==> config.mk <==
export PLATFORM = sky130hd
export DESIGN_NAME = led_bank_arbiter_flat
export DESIGN_NICKNAME = d
export VERILOG_FILES = /design/src/rtl/led_bank_arbiter_if.sv /design/src/rtl/led_bank_arbiter.sv /design/src/flat_wrapper.sv
export SDC_FILE = /design/constraint.sdc
export NUM_CORES = 1
export LEC_CHECK = 0
export ABC_CLOCK_PERIOD_IN_PS = 3650
export CAP_MARGIN = 10
export CORE_MARGIN = 3
export CORE_UTILIZATION = 55
export CTS_BUF_LIST = sky130_fd_sc_hd__clkbuf_4
export CTS_CLUSTER_SIZE = 8
export DETAILED_ROUTE_END_ITERATION = 8
export DONT_BUFFER_PORTS = 1
export PLACE_DENSITY = 0.81
export SYNTH_ARGS = -nofsm -noshare
export SYNTH_HDL_FRONTEND = slang
export SYNTH_SLANG_ARGS = --single-unit
==> constraint.sdc <==
create_clock -name clk_clk -period 3.65 [get_ports clk_clk]
set_input_delay 0.73 -clock clk_clk [delete_from_list [all_inputs] [get_ports clk_clk]]
set_output_delay 0.73 -clock clk_clk [all_outputs]
set_load 0.01 [all_outputs]
==> src/rtl/led_bank_arbiter_if.sv <==
// LED bank sharing bus: HPS and fabric request inputs, grant/drive outputs.
interface led_bank_arbiter_if #(
  parameter int NREQ = 4
);
  logic [7:0]        hps_led;
  logic [NREQ-1:0]   req;
  logic [8*NREQ-1:0] req_led;
  logic [NREQ-1:0]   gnt;
  logic [7:0]        led;
  logic              busy;

  modport master (
    output hps_led, req, req_led,
    input  gnt, led, busy
  );

  modport slave (
    input  hps_led, req, req_led,
    output gnt, led, busy
  );
endinterface

==> src/rtl/led_bank_arbiter.sv <==
// Shares the 8-bit LED bank between the HPS PIO and NREQ fabric requesters
// using round-robin arbitration with a minimum visible hold time.
//
// state   | meaning
// S_IDLE  | HPS owns the bank, led follows hps_led
// S_GRANT | requester 'owner' owns the bank, led follows its pattern
module led_bank_arbiter #(
  parameter int NREQ        = 4,
  parameter int HOLD_CYCLES = 50_000_000
) (
  input logic               clk_clk,
  input logic               reset_reset,
  led_bank_arbiter_if.slave bus
);
  localparam int IW = (NREQ > 1) ? $clog2(NREQ) : 1;
  localparam int HW = (HOLD_CYCLES > 1) ? $clog2(HOLD_CYCLES + 1) : 1;
  localparam logic [HW-1:0] HOLD_LAST = HW'(HOLD_CYCLES - 1);

  typedef enum logic {S_IDLE, S_GRANT} state_t;

  // Returns {found, index} of the first set bit of mask scanning from start.
  function automatic logic [IW:0] rr_pick(input logic [NREQ-1:0] mask,
                                         input logic [IW-1:0]   start);
    logic          found;
    logic [IW-1:0] sel;
    logic [IW-1:0] ci;
    int            c;
    found = 1'b0;
    sel   = '0;
    for (int o = 0; o < NREQ; o++) begin
      c = int'(start) + o;
      if (c >= NREQ) c = c - NREQ;
      ci = c[IW-1:0];
      if (!found && mask[ci]) begin
        found = 1'b1;
        sel   = ci;
      end
    end
    return {found, sel};
  endfunction

  function automatic logic [IW-1:0] wrap_inc(input logic [IW-1:0] idx);
    if (idx == IW'(NREQ - 1)) return '0;
    return idx + IW'(1);
  endfunction

  state_t        state, state_n;
  logic [IW-1:0] owner, owner_n;
  logic [IW-1:0] ptr, ptr_n;
  logic [HW-1:0] hold_cnt, hold_n;
  logic [7:0]    led_q, led_n;
  logic [NREQ-1:0] gnt_q, gnt_n;
  logic          busy_q, busy_n;

  logic [7:0]      pat [NREQ];
  logic [NREQ-1:0] own_oh;
  logic [IW:0]     pick_all, pick_oth;
  logic            hold_done;
  logic            take;
  logic [IW-1:0]   take_idx;

  always_comb begin
    for (int k = 0; k < NREQ; k++) pat[k] = bus.req_led[8*k +: 8];
  end

  assign own_oh    = NREQ'(1) << owner;
  assign pick_all  = rr_pick(bus.req, ptr);
  assign pick_oth  = rr_pick(bus.req & ~own_oh, ptr);
  assign hold_done = (hold_cnt == HOLD_LAST);

  always_comb begin
    state_n  = state;
    owner_n  = owner;
    ptr_n    = ptr;
    hold_n   = hold_cnt;
    led_n    = led_q;
    take     = 1'b0;
    take_idx = '0;

    case (state)
      S_IDLE: begin
        led_n = bus.hps_led;
        if (pick_all[IW]) begin
          take     = 1'b1;
          take_idx = pick_all[IW-1:0];
        end
      end
      S_GRANT: begin
        if (!bus.req[owner]) begin
          if (pick_oth[IW]) begin
            take     = 1'b1;
            take_idx = pick_oth[IW-1:0];
          end else begin
            state_n = S_IDLE;
            led_n   = bus.hps_led;
          end
        end else if (hold_done && pick_oth[IW]) begin
          take     = 1'b1;
          take_idx = pick_oth[IW-1:0];
        end else begin
          led_n = pat[owner];
          if (!hold_done) hold_n = hold_cnt + HW'(1);
        end
      end
      default: state_n = S_IDLE;
    endcase

    // A new grant restarts the hold window and advances the rotation.
    if (take) begin
      state_n = S_GRANT;
      owner_n = take_idx;
      ptr_n   = wrap_inc(take_idx);
      hold_n  = '0;
      led_n   = pat[take_idx];
    end

    gnt_n  = (state_n == S_GRANT) ? (NREQ'(1) << owner_n) : '0;
    busy_n = (state_n == S_GRANT);
  end

  always_ff @(posedge clk_clk) begin
    if (reset_reset) begin
      state    <= S_IDLE;
      owner    <= '0;
      ptr      <= '0;
      hold_cnt <= '0;
      led_q    <= 8'h00;
      gnt_q    <= '0;
      busy_q   <= 1'b0;
    end else begin
      state    <= state_n;
      owner    <= owner_n;
      ptr      <= ptr_n;
      hold_cnt <= hold_n;
      led_q    <= led_n;
      gnt_q    <= gnt_n;
      busy_q   <= busy_n;
    end
  end

  assign bus.gnt  = gnt_q;
  assign bus.led  = led_q;
  assign bus.busy = busy_q;
endmodule
==> src/flat_wrapper.sv <==
// flat-port wrapper written by rule: the top's interface ports become plain ports
module led_bank_arbiter_flat 
#(
  parameter int NREQ        = 4,
  parameter int HOLD_CYCLES = 50_000_000
)
  (clk_clk, reset_reset, bus_hps_led, bus_req, bus_req_led, bus_gnt, bus_led, bus_busy);
  led_bank_arbiter_if #(.NREQ(NREQ)) bus_i ();
  input logic clk_clk;
  input logic reset_reset;
  input wire logic [$bits(bus_i.hps_led)-1:0] bus_hps_led;
  input wire logic [$bits(bus_i.req)-1:0] bus_req;
  input wire logic [$bits(bus_i.req_led)-1:0] bus_req_led;
  output wire logic [$bits(bus_i.gnt)-1:0] bus_gnt;
  output wire logic [$bits(bus_i.led)-1:0] bus_led;
  output wire logic [$bits(bus_i.busy)-1:0] bus_busy;
  assign bus_i.hps_led = bus_hps_led;
  assign bus_i.req = bus_req;
  assign bus_i.req_led = bus_req_led;
  assign bus_gnt = bus_i.gnt;
  assign bus_led = bus_i.led;
  assign bus_busy = bus_i.busy;
  led_bank_arbiter #(.NREQ(NREQ), .HOLD_CYCLES(HOLD_CYCLES)) u_core (.clk_clk(clk_clk), .reset_reset(reset_reset), .bus(bus_i));
endmodule
Word level (Yosys, flattened, before mapping) --
Index checks and enable logic that the tools add are counted.
Operators by class: bitwise gates (word level) 8, shift-type cells 2, equal/unequal tests 4, order comparisons 11, $add $sub $neg 9, reduce and logical (&&, ||, !) cells 17, muxes and demuxes 67
Operator list (count):
- two-way mux 8 bit | 8
- two-way mux 2 bit | 19
- binary-select mux 8 bit (select 2 bit) | 2
- adder 26 x 1 -> 26 bit (second input constant) | 1
- == test 26 bit (second input constant) | 1
- two-way mux 1 bit | 26
- binary-select mux 1 bit (select 2 bit) | 9
- one-hot mux 8 bit (2 select lines) | 1
- greater-or-equal comparator 3 bit (second input constant) | 5
- < comparator 2 x 3 -> 1 bit (second input constant) | 5
- != test 4 bit (second input constant) | 2
- left shift 1 x 2 -> 4 bit (first input constant) | 2
- subtractor 2 x 1 -> 2 bit (second input constant) | 4
- logical AND 1 bit | 7
- adder 2 x 2 -> 3 bit (second input constant) | 2
- zero test 1 bit | 6
- inverter 2 -> 3 bit | 2
- bitwise AND 4 bit | 1
- inverter 1 bit | 4
- inverter 4 bit | 1
- one-hot mux 2 bit (2 select lines) | 1
- AND reduction 4 bit | 1
- OR reduction 2 bit | 2
- adder 2 x 1 -> 3 bit (second input constant) | 1
- other kinds (5) | 5
Storage, ports and cells: register bits after elaboration 43, output and inout bits 13, input bits 46, logic and storage cells 124

Logic depth before layout (Yosys ltp) --
word-level depth 24, mapped depth 12, mapped depth without buffers 9

Worst setup path after synthesis --
No wires, ideal clock.
kind input port to flip-flop, from in bus_req[0], to reg u_core.led_q[6], in the netlist u_core.bus.led[6], buffers on the path 5, setup slack 0.892 ns, data arrival time 2.643 ns, stages 12, setup time 0.115 ns, data required time 3.535 ns, path through buf_6 mux4_2 and2_4 buf_12 a21bo_1 buf_6 o211ai_2 buf_6 buf_6 mux2i_1 mux2i_1 o21a_1
On the way: cells in the longest elaborated chain, start to end 22, elaborated cells between the ends (all ways) 68
RTL lines:
- start, declared | RTL line flat_wrapper.sv:12 | input wire logic [$bits(bus_i.req)-1:0] bus_req;
- bitwise AND 4 bit | RTL line led_bank_arbiter.sv:68 | assign pick_oth = rr_pick(bus.req & ~own_oh, ptr);
- binary-select mux 1 bit (select 2 bit) | RTL line led_bank_arbiter.sv:34 | if (!found && mask[ci]) begin
- two-way mux 1 bit (implied by the code) | RTL line led_bank_arbiter.sv:34
- two-way mux 1 bit | RTL line led_bank_arbiter.sv:34
- zero test 1 bit | RTL line led_bank_arbiter.sv:34
- logical AND 1 bit | RTL line led_bank_arbiter.sv:34
- two-way mux 1 bit | RTL line led_bank_arbiter.sv:34
- zero test 1 bit | RTL line led_bank_arbiter.sv:34
- (+5 left out)
- logical AND 1 bit | RTL line led_bank_arbiter.sv:97 | end else if (hold_done && pick_oth[IW]) begin
- two-way mux 2 bit | RTL line led_bank_arbiter.sv:97
- two-way mux 2 bit | RTL line led_bank_arbiter.sv:89 | if (!bus.req[owner]) begin
- one-hot mux 2 bit (2 select lines) | RTL line led_bank_arbiter.sv:80 | case (state)
- inverter 2 -> 3 bit (implied by the code) | RTL line led_bank_arbiter.sv:114 | led_n = pat[take_idx];
- binary-select mux 8 bit (select 2 bit) | RTL line led_bank_arbiter.sv:114
- two-way mux 8 bit (implied by the code) (2 in series) | RTL line led_bank_arbiter.sv:114
- two-way mux 8 bit | RTL line led_bank_arbiter.sv:109 | if (take) begin
- end signal, assigned | RTL line led_bank_arbiter.sv:135 | led_q <= led_n;
- end, declared | RTL line led_bank_arbiter.sv:51 | logic [7:0] led_q, led_n;
Several ways; a longest one is shown, not always the timed one. The select of a mux whose other input is x is not followed. A chain may end at the register's enable or synchronous reset.

Final worst setup path --
from reg u_core.owner[1], to reg u_core.ptr[0]
On the way: cells in the longest elaborated chain, start to end 23, elaborated cells between the ends (all ways) 41
RTL lines:
- start, declared | RTL line led_bank_arbiter.sv:48 | logic [IW-1:0] owner, owner_n;
- start signal, assigned | RTL line led_bank_arbiter.sv:132 | owner <= owner_n;
- left shift 1 x 2 -> 4 bit | RTL line led_bank_arbiter.sv:66 | assign own_oh = NREQ'(1) << owner;
- inverter 4 bit | RTL line led_bank_arbiter.sv:68
- bitwise AND 4 bit | RTL line led_bank_arbiter.sv:68
- binary-select mux 1 bit (select 2 bit) | RTL line led_bank_arbiter.sv:34
- two-way mux 1 bit (implied by the code) | RTL line led_bank_arbiter.sv:34
- two-way mux 1 bit | RTL line led_bank_arbiter.sv:34
- zero test 1 bit | RTL line led_bank_arbiter.sv:34
- logical AND 1 bit | RTL line led_bank_arbiter.sv:34
- (+7 left out)
- logical AND 1 bit | RTL line led_bank_arbiter.sv:97
- two-way mux 2 bit | RTL line led_bank_arbiter.sv:97
- two-way mux 2 bit | RTL line led_bank_arbiter.sv:89
- one-hot mux 2 bit (2 select lines) | RTL line led_bank_arbiter.sv:80
- == test 2 bit | RTL line led_bank_arbiter.sv:43 | if (idx == IW'(NREQ - 1)) return '0;
- two-way mux 1 bit | RTL line led_bank_arbiter.sv:43
- two-way mux 1 bit | RTL line led_bank_arbiter.sv:109
- two-way mux 2 bit | RTL line led_bank_arbiter.sv:44 | return idx + IW'(1);
- end signal, assigned | RTL line led_bank_arbiter.sv:133 | ptr <= ptr_n;
- end, declared | RTL line led_bank_arbiter.sv:49 | logic [IW-1:0] ptr, ptr_n;
Several ways; a longest one is shown, not always the timed one. The select of a mux whose other input is x is not followed.

==> flow_summary.html <==
<table>
<tr><th>Metric</th><th>Value</th></tr>
<tr><th colspan="2">Status</th></tr>
<tr><td>Status</td><td>completed</td></tr>
<tr><th colspan="2">Timing</th></tr>
<tr><td>Slew at the pin with the worst max-slew slack</td><td>0.8051 ns</td></tr>
<tr><td>Worst-case headroom to the max-slew limit</td><td>46.33%</td></tr>
<tr><td>Endpoints failing hold</td><td>0</td></tr>
<tr><td>Max Clock Freq</td><td>0.3244 GHz</td></tr>
<tr><td>Final cycle utilization of the critical path</td><td>84.45%</td></tr>
<tr><td>Total negative slack</td><td>0 ns</td></tr>
<tr><td>Max-slew violation total from the final report</td><td>0</td></tr>
<tr><td>RSZ-0062 raised after global routing</td><td>no</td></tr>
<tr><td>Worst clock skew</td><td>0.01204 ns</td></tr>
<tr><td>Minimum clock period</td><td>3.083 ns</td></tr>
<tr><td>Setup violations, final</td><td>0</td></tr>
<tr><th colspan="2">Critical path</th></tr>
<tr><td>Critical path data required time</td><td>3.94 ns</td></tr>
<tr><td>Capturing element type of the critical path</td><td>register</td></tr>
<tr><td>Max stage delay on crit path</td><td>0.81 ns</td></tr>
<tr><td>Critical path, cell by cell</td><td>mux4_2, and2_4, a21bo_1, o211ai_2, buf_4, inv_1, ha_1, or3_1, a21oi_1</td></tr>
<tr><td>Master of the slowest instance on the critical path</td><td>sky130_fd_sc_hd__dfxtp_1</td></tr>
<tr><td>R2R Setup Slk</td><td>0.57 ns</td></tr>
<tr><td>Beginning of the critical path</td><td>u_core.owner[1]</td></tr>
<tr><td>Largest fanout on the critical path</td><td>19</td></tr>
<tr><td>Critical Path Start Type</td><td>register</td></tr>
<tr><td>Cell class contributing the biggest share of worst-path delay</td><td>flip-flops</td></tr>
<tr><td>Reg-to-Reg Start</td><td>u_core.owner[1]</td></tr>
<tr><td>Worst EP arrival</td><td>3.37 ns</td></tr>
<tr><td>Count of buffering cells on the critical path with inverters included</td><td>2</td></tr>
<tr><td>WS Path Type</td><td>reg -&gt; reg</td></tr>
<tr><th colspan="2">Global routing</th></tr>
<tr><td>Wire length of the first global-routing pass</td><td>9466 um</td></tr>
<tr><td>Number of antenna violations at the first check in global routing</td><td>0</td></tr>
<tr><td>Overflow left after global routing</td><td>0</td></tr>
<tr><td>All-layer global routing usage</td><td>19.47%</td></tr>
<tr><td>Maximum number of pins on one net before global-route repair</td><td>27</td></tr>
<tr><td>Number of global-route vias before repair</td><td>2104</td></tr>
<tr><th colspan="2">Clock network</th></tr>
<tr><td>CTS tree</td><td>built</td></tr>
<tr><td>H-tree levels</td><td>2</td></tr>
<tr><td>Number of gates resized after cts</td><td>0</td></tr>
<tr><td>Number of buffers inserted by hold repair at cts</td><td>0</td></tr>
<tr><td>Deepest clock path buffer count</td><td>2</td></tr>
<tr><td>Clock transition at the register clock pins on the worst setup and hold paths after CTS</td><td>0.12 ns</td></tr>
<tr><td>Clock insertion delay at the later pin of the skew report</td><td>0.35 ns</td></tr>
<tr><td>Buffer cell driving the clock tree root</td><td>sky130_fd_sc_hd__clkbuf_4</td></tr>
<tr><td># Post-CTS Setup Buffers</td><td>0</td></tr>
<tr><td>Number of sinks handled by clock tree synthesis</td><td>43</td></tr>
<tr><td>Number of buffers created by CTS</td><td>5</td></tr>
<tr><th colspan="2">Cells and area</th></tr>
<tr><td>Layout area overhead</td><td>2.341%</td></tr>
<tr><td>Most common library cell in the layout ignoring fill and taps</td><td>sky130_fd_sc_hd__nor2_1</td></tr>
<tr><td>Number of nets in the layout</td><td>342</td></tr>
<tr><td>Number of fill cells in the layout</td><td>392</td></tr>
<tr><td>Share of cells above drive strength 1</td><td>11.19%</td></tr>
<tr><td>Filler-free cell count of the finished design</td><td>360</td></tr>
<tr><td>Ant. Diodes</td><td>0</td></tr>
<tr><td>Most frequent cells in the layout</td><td>45 x sky130_fd_sc_hd__nor2_1, 43 x sky130_fd_sc_hd__dfxtp_1, 35 x sky130_fd_sc_hd__mux2i_1</td></tr>
<tr><th colspan="2">Detailed routing</th></tr>
<tr><td>Routed len/inst</td><td>15.57 um</td></tr>
<tr><td>DRC viols</td><td>0</td></tr>
<tr><td>Number of design-rule violations left by the first detailed-router iteration</td><td>167</td></tr>
<tr><td>Post-route antenna net violation count</td><td>0</td></tr>
<tr><td>Via density per instance</td><td>5.936</td></tr>
<tr><td>Total via count in the routed design</td><td>2137</td></tr>
<tr><td>First-pass DRT Iterations</td><td>5</td></tr>
<tr><td>Final routed wirelength across all metal layers</td><td>5606 um</td></tr>
<tr><th colspan="2">Logic synthesis</th></tr>
<tr><td>Synthesized flop and latch total</td><td>43</td></tr>
<tr><td>Netlist area before placement</td><td>0.002725 mm^2</td></tr>
<tr><td>Yosys top cell by area</td><td>sky130_fd_sc_hd__dfxtp_1</td></tr>
<tr><td>Top-area cell type share of the netlist area</td><td>31.59%</td></tr>
<tr><td>Mean area per synthesized cell</td><td>9.024 um^2</td></tr>
<tr><td>EDFF count, synth</td><td>0</td></tr>
<tr><td>Async set-reset flop share out of synthesis</td><td>0%</td></tr>
<tr><td>Post-synthesis cell count</td><td>302</td></tr>
<tr><td>Yosys synthesis warning count</td><td>0</td></tr>
<tr><td>Main flop type after synthesis</td><td>sky130_fd_sc_hd__dfxtp_1</td></tr>
<tr><td>Share of the yosys chip area belonging to registers</td><td>31.59%</td></tr>
<tr><td>Mapped Nets</td><td>350</td></tr>
<tr><td>Top cells by area in the synthesized netlist</td><td>sky130_fd_sc_hd__dfxtp_1 32%, sky130_fd_sc_hd__mux2i_1 13%, sky130_fd_sc_hd__mux4_2 7.4%</td></tr>
<tr><td>Number of distinct library cells after synthesis</td><td>51</td></tr>
<tr><th colspan="2">Pwr</th></tr>
<tr><td>Share of power burned in combinational logic</td><td>29.6%</td></tr>
<tr><td>Sequential share of power</td><td>46.3%</td></tr>
<tr><td>Share of total power consumed by net switching</td><td>32.13%</td></tr>
<tr><td>Cell area power density</td><td>443.2 mW/mm^2</td></tr>
<tr><td>Internal power</td><td>0.0008389 W</td></tr>
<tr><td>Share of power burned in the clock network</td><td>24.0%</td></tr>
<tr><td>Peak supply drop</td><td>0.2786 mV</td></tr>
<tr><td>Leakage component of the power</td><td>0.9969 nW</td></tr>
<tr><td>Net switching power of the design</td><td>0.0003971 W</td></tr>
<tr><th colspan="2">Worst hold path</th></tr>
<tr><td>Path class of the lowest-slack min-delay path</td><td>in -&gt; reg</td></tr>
<tr><td>Hold Path Origin</td><td>reset_reset</td></tr>
<tr><th colspan="2">Place</th></tr>
<tr><td>Routability congestion estimate</td><td>0.8137</td></tr>
<tr><td>Port-buffer cells</td><td>0</td></tr>
<tr><td>Placed cells</td><td>352</td></tr>
<tr><td>Final HPWL from detailed placement</td><td>4253 um</td></tr>
<tr><th colspan="2">Floorplanning</th></tr>
<tr><td>Boundary Pins</td><td>59</td></tr>
<tr><td>Total core area</td><td>0.004564 mm^2</td></tr>
<tr><td>Placement row count</td><td>24</td></tr>
<tr><td>DIE AREA</td><td>0.005835 mm^2</td></tr>
<tr><td>Initial cell density of the core</td><td>59.70%</td></tr>
<tr><td>Die width</td><td>76.39 um</td></tr>
<tr><td>Vertical die dimension</td><td>76.39 um</td></tr>
<tr><th colspan="2">Job</th></tr>
<tr><td>MaxCap Viol Count</td><td>0</td></tr>
</table>
-- stage by stage --
stage	utilization, %	hold slack, ns	instance area [um^2]	total power, W	setup WS, ns
6_report	61.10	0.4382	2789	0.001236	0.5675
5_1_grt	61.10	0.4101	2789	0.001313	0.3713
4_1_cts	61.10	0.4308	2789	0.001243	0.5847
3_5_place_dp	59.32	0.5091	2708	0.0009476	0.6164
3_3_place_gp	59.32	0.4940	2708	0.0009373	0.7237
2_1_floorplan	-	0.4792	2725	0.0009060	0.8922
-- Yosys cell counts, drive strengths merged, types with 3 or more instances --
master / instances
nor4b: 3
xnor2: 17
clkbuf: 8
nor2b: 3
o21a: 8
nand2b: 4
buf: 12
or3: 3
nand4: 4
nor4: 3
mux2i: 35
a21oi: 17
mux4: 9
nand3: 14
inv: 9
xor2: 8
nand2: 17
dfxtp: 43
nor2: 50
and3: 3
-- cell families (layout without fill, tap and decap cells) --
kind of cell,count (synthesis),in the layout,synth area share [%]
AO/OA/AOI/OAI,43,43,10.61
buffers and inverters,29,22,6.244
multiplexers,44,44,20.29
adder cells (fa/ha/maj),2,2,0.9181
AND/OR/NAND/NOR,116,116,22.31
flip-flops,43,43,31.59
XOR/XNOR,25,25,8.035
-- metal layers --
metal,GRT usage (%),routed length [um]
met2,31.90,2720
met4,7.246,58
met3,6.147,511
met5,0,0
met1,23.91,2315
-- worst paths after layout --
kind | cells past startpoint | endpoint
worst min register to register | 2 | u_core.hold_cnt[25]
worst max register to register | 9 | u_core.ptr[0]
worst min-delay path | 1 | u_core.ptr[0]
worst max-delay path | 9 | u_core.ptr[0]
-- power groups by stage --
stage | sequential [W] | combinational, W | clock (W)
finish | 0.000573 | 0.000366 | 0.000297
global route | 0.000579 | 0.000405 | 0.000329
CTS | 0.000573 | 0.000367 | 0.000304
detailed placement | 0.000582 | 0.000365 | 0
global placement | 0.000581 | 0.000356 | 0
floorplan | 0.000549 | 0.000357 | 0
-- worst register-to-register path: stages, from the launching register on --
cell and delay, ns:
sky130_fd_sc_hd__dfxtp_1 0.81, sky130_fd_sc_hd__mux4_2 0.36, sky130_fd_sc_hd__and2_4 0.25, sky130_fd_sc_hd__a21bo_1 0.35, sky130_fd_sc_hd__o211ai_2 0.16, sky130_fd_sc_hd__buf_4 0.33, sky130_fd_sc_hd__inv_1 0.10, sky130_fd_sc_hd__ha_1 0.19
sky130_fd_sc_hd__or3_1 0.36, sky130_fd_sc_hd__a21oi_1 0.13
-- cell type report --
class / count / area, um^2 / share of cell area, %
inverter: 9 / 33.78 / 1.211
tap: 65 / 81.33 / 2.916
clock inverter: 3 / 43.79 / 1.570
timing repair buffer: 5 / 37.54 / 1.346
multi-input combinational: 230 / 1694 / 60.74
clock buffer: 5 / 37.54 / 1.346
sequential: 43 / 860.8 / 30.87
-- flip-flops by register name (all words and copies together), names as in the netlist --
register,count
u_core.bus.gnt,4
u_core.bus.led,8
u_core.hold_cnt,26
u_core.owner,2
u_core.ptr,2
u_core.state,1
Power figures use the tool's default switching activity.
